==> src/rtl/prog_run_ctrl_pkg.sv <==
// Shared definitions for the program load/run/dump sequencer.
//   state_e   : sequencer states
//   IM_STRIDE : byte stride between consecutive instruction-memory words
//   DM_STRIDE : byte stride between consecutive data-memory words
package prog_run_ctrl_pkg;

  typedef enum logic [2:0] {
    StIdle,
    StLoad,
    StRun,
    StDump,
    StDone
  } state_e;

  localparam int unsigned IM_STRIDE = 4;
  localparam int unsigned DM_STRIDE = 8;

endpackage

==> src/rtl/prog_run_dump_port.sv <==
// Data-memory dump port: walks DM word addresses and presents each word on a
// valid/ready output register, with one bubble cycle between beats so that the
// combinational DM read has a full cycle after each address change.
//   clk_i, rst_i   : clock, synchronous active-high reset
//   en_i           : high while the sequencer is dumping; low clears the walk
//   dm_addr_o      : DM byte address of the current word
//   dm_rdata_i     : combinational DM read data for dm_addr_o
//   dump_valid_o   : dump word valid
//   dump_ready_i   : consumer ready
//   dump_data_o    : registered dump word
//   dump_idx_o     : index of the current dump word
//   last_o         : final beat accepted this cycle
module prog_run_dump_port
  import prog_run_ctrl_pkg::*;
#(
  parameter int unsigned ADDR_W     = 64,
  parameter int unsigned DATA_W     = 64,
  parameter int unsigned LEN_W      = 10,
  parameter int unsigned DUMP_WORDS = 32
) (
  input  logic              clk_i,
  input  logic              rst_i,
  input  logic              en_i,
  output logic [ADDR_W-1:0] dm_addr_o,
  input  logic [DATA_W-1:0] dm_rdata_i,
  output logic              dump_valid_o,
  input  logic              dump_ready_i,
  output logic [DATA_W-1:0] dump_data_o,
  output logic [LEN_W-1:0]  dump_idx_o,
  output logic              last_o
);

  logic              valid_q, valid_d;
  logic [DATA_W-1:0] data_q, data_d;
  logic [LEN_W-1:0]  idx_q, idx_d;
  logic              is_last;

  assign is_last = (idx_q == LEN_W'(DUMP_WORDS - 1));
  assign last_o  = en_i & valid_q & dump_ready_i & is_last;

  always_comb begin
    valid_d = valid_q;
    data_d  = data_q;
    idx_d   = idx_q;
    if (!en_i) begin
      valid_d = 1'b0;
      idx_d   = '0;
    end else if (!valid_q) begin
      // Address has been stable for this cycle; capture the word.
      valid_d = 1'b1;
      data_d  = dm_rdata_i;
    end else if (dump_ready_i) begin
      valid_d = 1'b0;
      idx_d   = is_last ? '0 : idx_q + LEN_W'(1);
    end
  end

  always_ff @(posedge clk_i) begin
    if (rst_i) begin
      valid_q <= 1'b0;
      data_q  <= '0;
      idx_q   <= '0;
    end else begin
      valid_q <= valid_d;
      data_q  <= data_d;
      idx_q   <= idx_d;
    end
  end

  assign dm_addr_o    = ADDR_W'(idx_q) * ADDR_W'(DM_STRIDE);
  assign dump_valid_o = valid_q;
  assign dump_data_o  = data_q;
  assign dump_idx_o   = idx_q;

endmodule

==> src/rtl/prog_run_ctrl.sv <==
// Boot/run sequencer for the pipelined core: loads a program into IM, runs the
// core for a bounded budget (or until halt), then streams DM contents out.
//   clk, rst           : clock, synchronous active-high reset
//   start              : begin load/run/dump (ignored while busy)
//   prog_len           : instruction count, sampled on accepted start
//   run_cycles         : run budget, sampled on accepted start (0 acts as 1)
//   in_valid/in_ready  : loader word handshake, in_instr is the word
//   imem_we/addr/wdata : IM write port
//   cpu_rst            : core reset, low only while running
//   cpu_halt           : core halt, honoured only while running
//   dm_sel/dm_addr     : DM read-port ownership and address while dumping
//   dm_rdata           : DM combinational read data
//   dump_valid/ready   : dump word handshake; dump_data/dump_idx the word
//   busy/done/err      : status; err pulses on a rejected start
module prog_run_ctrl
  import prog_run_ctrl_pkg::*;
#(
  parameter int unsigned ADDR_W     = 64,
  parameter int unsigned INSTR_W    = 32,
  parameter int unsigned DATA_W     = 64,
  parameter int unsigned LEN_W      = 10,
  parameter int unsigned CYC_W      = 16,
  parameter int unsigned DUMP_WORDS = 32
) (
  input  logic               clk,
  input  logic               rst,
  input  logic               start,
  input  logic [LEN_W-1:0]   prog_len,
  input  logic [CYC_W-1:0]   run_cycles,
  input  logic               in_valid,
  output logic               in_ready,
  input  logic [INSTR_W-1:0] in_instr,
  output logic               imem_we,
  output logic [ADDR_W-1:0]  imem_addr,
  output logic [INSTR_W-1:0] imem_wdata,
  output logic               cpu_rst,
  input  logic               cpu_halt,
  output logic               dm_sel,
  output logic [ADDR_W-1:0]  dm_addr,
  input  logic [DATA_W-1:0]  dm_rdata,
  output logic               dump_valid,
  input  logic               dump_ready,
  output logic [DATA_W-1:0]  dump_data,
  output logic [LEN_W-1:0]   dump_idx,
  output logic               busy,
  output logic               done,
  output logic               err
);

  state_e             state_q, state_d;
  logic [LEN_W-1:0]   len_q, len_d;
  logic [LEN_W-1:0]   word_cnt_q, word_cnt_d;
  logic [CYC_W-1:0]   run_q, run_d;
  logic [CYC_W-1:0]   cyc_cnt_q, cyc_cnt_d;
  logic               we_q, we_d;
  logic [ADDR_W-1:0]  waddr_q, waddr_d;
  logic [INSTR_W-1:0] wdata_q, wdata_d;
  logic               err_q, err_d;

  logic               xfer;
  logic               run_last;
  logic               dump_en;
  logic               dump_last;
  logic [CYC_W:0]     cyc_inc;

  assign in_ready = (state_q == StLoad) && (word_cnt_q < len_q);
  assign xfer     = in_valid & in_ready;
  assign dump_en  = (state_q == StDump);

  // Extra bit so a zero budget (compare against 0) still ends after one cycle.
  assign cyc_inc  = {1'b0, cyc_cnt_q} + (CYC_W + 1)'(1);
  assign run_last = (cyc_inc >= {1'b0, run_q}) | cpu_halt;

  always_comb begin
    state_d    = state_q;
    len_d      = len_q;
    word_cnt_d = word_cnt_q;
    run_d      = run_q;
    cyc_cnt_d  = cyc_cnt_q;
    we_d       = 1'b0;
    waddr_d    = waddr_q;
    wdata_d    = wdata_q;
    err_d      = 1'b0;
    unique case (state_q)
      StIdle, StDone: begin
        if (start) begin
          if (prog_len == '0) begin
            err_d = 1'b1;
          end else begin
            len_d      = prog_len;
            run_d      = run_cycles;
            word_cnt_d = '0;
            state_d    = StLoad;
          end
        end
      end
      StLoad: begin
        if (xfer) begin
          we_d       = 1'b1;
          waddr_d    = ADDR_W'(word_cnt_q) * ADDR_W'(IM_STRIDE);
          wdata_d    = in_instr;
          word_cnt_d = word_cnt_q + LEN_W'(1);
        end
        // Leave only once the final write strobe has been issued.
        if (we_q && (word_cnt_q == len_q)) begin
          state_d   = StRun;
          cyc_cnt_d = '0;
        end
      end
      StRun: begin
        cyc_cnt_d = cyc_cnt_q + CYC_W'(1);
        if (run_last) begin
          state_d = StDump;
        end
      end
      StDump: begin
        if (dump_last) begin
          state_d = StDone;
        end
      end
      default: state_d = StIdle;
    endcase
  end

  always_ff @(posedge clk) begin
    if (rst) begin
      state_q    <= StIdle;
      len_q      <= '0;
      word_cnt_q <= '0;
      run_q      <= '0;
      cyc_cnt_q  <= '0;
      we_q       <= 1'b0;
      waddr_q    <= '0;
      wdata_q    <= '0;
      err_q      <= 1'b0;
    end else begin
      state_q    <= state_d;
      len_q      <= len_d;
      word_cnt_q <= word_cnt_d;
      run_q      <= run_d;
      cyc_cnt_q  <= cyc_cnt_d;
      we_q       <= we_d;
      waddr_q    <= waddr_d;
      wdata_q    <= wdata_d;
      err_q      <= err_d;
    end
  end

  prog_run_dump_port #(
    .ADDR_W     (ADDR_W),
    .DATA_W     (DATA_W),
    .LEN_W      (LEN_W),
    .DUMP_WORDS (DUMP_WORDS)
  ) u_dump_port (
    .clk_i        (clk),
    .rst_i        (rst),
    .en_i         (dump_en),
    .dm_addr_o    (dm_addr),
    .dm_rdata_i   (dm_rdata),
    .dump_valid_o (dump_valid),
    .dump_ready_i (dump_ready),
    .dump_data_o  (dump_data),
    .dump_idx_o   (dump_idx),
    .last_o       (dump_last)
  );

  assign imem_we    = we_q;
  assign imem_addr  = waddr_q;
  assign imem_wdata = wdata_q;
  assign cpu_rst    = (state_q != StRun);
  assign dm_sel     = dump_en;
  assign busy       = (state_q == StLoad) || (state_q == StRun) || (state_q == StDump);
  assign done       = (state_q == StDone);
  assign err        = err_q;

endmodule

==> config.mk <==
export PLATFORM = sky130hd
export DESIGN_NAME = prog_run_ctrl
export DESIGN_NICKNAME = d
export VERILOG_FILES = /design/src/rtl/prog_run_ctrl_pkg.sv /design/src/rtl/prog_run_dump_port.sv /design/src/rtl/prog_run_ctrl.sv
export SDC_FILE = /design/constraint.sdc
export NUM_CORES = 1
export LEC_CHECK = 0
export CAP_MARGIN = 5
export CORE_ASPECT_RATIO = 0.6
export CORE_MARGIN = 8
export CORE_UTILIZATION = 29
export DETAILED_ROUTE_END_ITERATION = 8
export GPL_TIMING_DRIVEN = 0
export PLACE_DENSITY = 0.68
export SLEW_MARGIN = 10
export SYNTH_ARGS = -nofsm -noshare
export SYNTH_HDL_FRONTEND = slang
export SYNTH_SLANG_ARGS = --single-unit
==> constraint.sdc <==
create_clock -name clk -period 5.15 [get_ports clk]
set_input_delay 0.515 -clock clk [delete_from_list [all_inputs] [get_ports clk]]
set_output_delay 0.515 -clock clk [all_outputs]
set_load 0.01 [all_outputs]
**After elaboration in Yosys (flattened, before gate mapping)**

Index checks and enable logic that the tools add are counted.

- $add $sub $neg: 4
- Order comparisons: 2
- Eq/ne operators: 13
- Multiplexer cells: 17
- Bitwise operators: 11
- Reduce and logical (&&, ||, !) cells: 19

Operators with widths:

| operator | number |
|---|---|
| 10-bit two-way mux | 4 |
| 16-bit one-hot mux with 2 select lines | 1 |
| 10-bit by 1-bit adder with 10-bit output, second input constant | 2 |
| 10-bit one-hot mux with 2 select lines | 1 |
| 16-bit by 1-bit adder with 17-bit output, second input constant | 1 |
| 17-bit by 16-bit >= comparator with 1-bit output | 1 |
| 16-bit by 1-bit adder with 16-bit output, second input constant | 1 |
| 16-bit two-way mux | 1 |
| 3-bit two-way mux | 5 |
| 3-bit one-hot mux with 4 select lines | 1 |
| 10-bit == test | 1 |
| 10-bit by 5-bit == test with 1-bit output, second input constant | 1 |
| 10-bit logical NOT | 1 |
| 10-bit < comparator | 1 |
| 2-bit inequality test, second input constant | 5 |
| 2-bit AND reduction | 4 |
| 3-bit by 2-bit == test with 1-bit output, second input constant | 2 |
| 1-bit NOT | 6 |
| 2-bit OR reduction | 3 |
| 5-bit AND reduction | 1 |
| 1-bit AND | 4 |
| 1-bit two-way mux | 4 |
| 4-bit AND reduction | 1 |
| 2-bit nonzero test | 2 |
| other kinds (10) | 12 |

- Register bits after elaboration: 174
- Input port bits: 128
- Output and inout port bits: 242
- Word-level logic and storage cells: 78

**Depth between registers and ports, before layout**

- Depth in word-level cells: 6
- Gate-level depth with buffers: 12
- Depth with buffers taken out: 12

**By module**

A second synthesis with hierarchy kept.

- Cells, all modules: 1075
- Area total of the unflattened synthesis: 8608.3 um2

By module, submodules not included:

| module | instances | cells each | area each (um2) | sequential area each (um2) |
|---|---|---|---|---|
| prog_run_ctrl | 1 | 672 | 5362.6 | 1981.9 |
| prog_run_dump_port | 1 | 403 | 3245.6 | 1501.4 |

**Worst setup path before layout**

Ideal clock, no wire load.

- Kind: register to register
- Start: register cyc_cnt_q[6]
- End: register state_q[2]
- Library setup time: 72 ps
- Arrival: 2635 ps
- Data required time: 5078 ps
- Setup slack: 2443 ps
- Cell stages (with the launch flop): 11
- Buffers on the path: 1
- Clock period less this slack: 2707 ps
- Cells stage by stage: dfxtp_1 > clkbuf_1 > nand4_1 > nor4_1 > nand3_1 > xnor2_1 > ha_1 > a2111oi_0 > a221oi_1 > o21ai_1 > mux2i_1

- Word-level cells in the longest chain between the ends: 5

RTL lines:

| item | RTL line | source |
|---|---|---|
| start: declaration | prog_run_ctrl.sv:54 | `logic [CYC_W-1:0] cyc_cnt_q, cyc_cnt_d;` |
| start signal: assignment | prog_run_ctrl.sv:141 | `cyc_cnt_q <= cyc_cnt_d;` |
| 16-bit by 1-bit adder with 17-bit output | prog_run_ctrl.sv:71 | `assign cyc_inc = {1'b0, cyc_cnt_q} + (CYC_W + 1)'(1);` |
| 17-bit by 16-bit >= comparator with 1-bit output | prog_run_ctrl.sv:72 | `assign run_last = (cyc_inc >= {1'b0, run_q}) \| cpu_halt;` |
| 1-bit bitwise OR | prog_run_ctrl.sv:72 |  |
| 2-bit inequality test (no line) | - |  |
| 5-bit AND reduction (no line) | - |  |
| end signal: assignment | prog_run_ctrl.sv:127 | `state_q <= StIdle;` |
| end signal: assignment | prog_run_ctrl.sv:137 | `state_q <= state_d;` |
| end: declaration | prog_run_ctrl.sv:50 | `state_e state_q, state_d;` |

Every way passes these cells.
A chain may end at the register's enable or synchronous reset.

**Worst setup path in the final report**

- Start: register cyc_cnt_q[6]
- End: register state_q[0]

The elaborated chain is that of the path after synthesis.

==> flow_summary.json <==
{
  "ir_worst_vdd_mv": 0.1970,
  "finalCritPeriodShare_pct": 70.15,
  "die_h_um": 146.8,
  "grt_max_degree": 19,
  "synthXorXnorAreaFrac_pct": 2.542,
  "drive_gt1_share_pct": 11.85,
  "grt_usage_pct": 16.40,
  "clkSinkCount": 174,
  "clk_latency_ns": 0.44,
  "cts_hold_buf": 0,
  "cp.arrival_ns": 3.90,
  "yosys_warnings": 0,
  "io_pins": 370,
  "max_cap_viol_count": 0,
  "crit_required_ns": 5.44,
  "synth_edf_count": 0,
  "muxShareOfSynthArea_pct": 5.326,
  "first_global_vias": 7437,
  "ys_ff_latch": 174,
  "ys_seq_area_share_pct": 42.12,
  "rsz0062_at_grt": "no",
  "drc": 0,
  "io_buffers": 261,
  "drt_iter0_markers": 502,
  "synthFlopType": "dfxtp_1",
  "num_vias": 7733,
  "synth_cells": 1009,
  "grt-ovfl-total": 0,
  "powerDensity_mw_per_mm2": 291.7,
  "cts_tree": "yes",
  "hold_viol_final": 0,
  "synth_compound_area_share_pct": 11.41,
  "htreeDepth": 4,
  "endpoint_kind": "flip-flop",
  "synth_top_family_by_area": "simple AND/OR/NAND/NOR gates",
  "place_congestion": 0.8889,
  "clk_path_buf_depth": 2,
  "drt_pre_antenna_iters": 5,
  "min_period_ns": 3.613,
  "syn_avg_cell_area_sq_um": 8.195,
  "wl_per_cell_um": 16.15,
  "synth_area_sq_mm": 0.008269,
  "ant_nets": 0,
  "slew_headroom_pct": 35.88,
  "cts_made_buffers": 17,
  "clockRootBuffer": "clkbuf_16",
  "start_kind": "flip-flop",
  "yosysUniqueCellTypes": 48,
  "tightestPinTransition_ns": 0.9618,
  "cts_resized": 0,
  "async_reset_ff_share_pct": 0,
  "status": "finished clean",
  "antenna_found_initial": 1,
  "p_leak_nw": 4.943,
  "hold_class": "flip-flop to flip-flop",
  "antennaDiodeCount": 0,
  "crit_fanout": 7,
  "criticalPathCategory": "flip-flop to flip-flop",
  "grt_pass1_wl_um": 43730,
  "synth_simple_gate_area_share_pct": 18.99,
  "syn2layout_area_growth_pct": 49.61,
  "clkTransAtPathRegs_ns": 0.08,
  "core-area_sq_mm": 0.02841,
  "fin_tns_setup_ns": 0,
  "start_util_pct": 29.11,
  "fp.dieW_um": 234,
  "max_freq_mhz": 276.8,
  "viasPerCell": 4.335,
  "die_area_sq_mm": 0.03435,
  "synthAdderAreaFrac_pct": 4.388,
  "hold_ws_ns": 0.4541,
  "fp-row-count": 48,
  "slew_viol_final": 0,
  "wl_um": 28810,
  "final_nets": 1553,
  "finalSetupViolations": 0,
  "dp_hpwl_um": 23190,
  "final_util_pct": 43.55,
  "cts_setup_buffers": 0,
  "skew_ns": 0.01074
}
[cell usage in the layout, fill, tap and decap left out, types with 7 or more instances in the layout]
cell type          n
a21o_1             7
buf_4            119
nand2_1          206
conb_1           108
dfxtp_1          174
nand4_1           13
inv_1             38
ha_1              29
o21ai_0           20
xor2_1            15
xnor2_1            9
clkbuf_16         17
nor2_1            87
clkbuf_1          42
clkdlybuf4s50_1  261
a21oi_1          113
mux2i_1           44
nand3_1           16
[synth_stat cells (all sizes together), types with 3 or more instances]
library cell | count | area (sq um)
a21o | 7 | 52.55
nor3 | 7 | 45.04
inv | 38 | 142.6
xor2 | 15 | 131.4
a211oi | 5 | 47.54
xnor2 | 9 | 78.83
nand3 | 16 | 80.08
o21ai | 21 | 105.1
and3 | 5 | 31.28
a21oi | 113 | 565.5
a22oi | 3 | 22.52
or4 | 3 | 22.52
nor2 | 87 | 326.6
dfxtp | 174 | 3483
mux2i | 44 | 440.4
nand2 | 206 | 773.2
nor4 | 6 | 43.79
buf | 124 | 949.7
a211o | 3 | 35.04
or3 | 6 | 37.54
nand4 | 13 | 81.33
clkbuf | 43 | 162.7
ha | 29 | 362.9
nand3b | 4 | 30.03
[layer usage]
layer	global-route usage, %	part of all wire (%)	vias to the layer above
li1	-	-	3895
met1	21.30	44	3536
met2	25.85	46	266
met3	4.988	8.2	34
met4	4.892	1.7	2
met5	0	0.038	-
[sequential cells by signal, indices dropped and copies added, names as in the netlist, 3 cells and up]
| signal | flops |
|---|---|
| run_q | 16 |
| u_dump_port.dump_data_o | 64 |
| imem_addr | 10 |
| word_cnt_q | 10 |
| len_q | 10 |
| imem_wdata | 32 |
| u_dump_port.dump_idx_o | 10 |
| state_q | 3 |
| cyc_cnt_q | 16 |
[critical path: stages, from the launching register on]
cell      delay, ns
dfxtp_1        0.31
clkbuf_1       0.24
nand4_1        0.19
nor4_1         0.75
nand3_1        0.28
xnor2_1        0.19
ha_1           0.36
nand2_1        0.10
a31oi_1        0.08
o21ai_0        0.46
a211oi_1       0.16
o21ai_1        0.24
o22ai_1        0.12
[where the power goes]
group          switching [mW]  internal, mW  leakage (nW)
combinational           0.405         0.381          3.24
clock                   0.622         0.742         0.297
sequential             0.0428          1.42          1.41
[final cells by class]
type                            instances  area, sq um
Buffer                                167         1112
Clock buffer                           17        425.4
Clock inverter                         15        193.9
Fill cell                            2845        16040
Inverter                               38        142.6
Multi-Input combinational cell        737         3933
Sequential cell                       174         3483
Tap cell                              375        469.2
Timing Repair Buffer                  261         2613
[final timing paths]
check / from / end / slack (ns) / cells after the start
setup / recovery: cyc_cnt_q[6] / state_q[0] / 1.54 / 12
hold / removal: u_dump_port.dump_data_o[4] / u_dump_port.dump_data_o[4] / 0.45 / 2
setup reg to reg: cyc_cnt_q[6] / state_q[0] / 1.54 / 12
hold reg to reg: u_dump_port.dump_data_o[4] / u_dump_port.dump_data_o[4] / 0.45 / 2
[logic make-up (layout without fill, tap and decap cells)]
logic type                 count (synthesis)  after routing
AOI/OAI and AO/OA                        166            166
DFF                                      174            174
and+or+nand+nor                          366            366
other                                      1            108
muxes                                     44             44
adders and majority gates                 29             29
xor gates and xnor gates                  24             24
buffers and inverters                    205            498
[stage by stage]
stage          setup WS [ns]  cell area (sq um)  cells  power (mW)
3_5_place_dp           1.717              11750   1752       2.265
4_1_cts                1.604              12370   1784       3.650
5_1_grt                1.362              12370   1784       3.784
2_1_floorplan          2.443               8671   1116       1.944
3_3_place_gp           1.832              11750   1752       2.254
6_report               1.537              12370   1784       3.609
(Power assumes the default switching activity.)
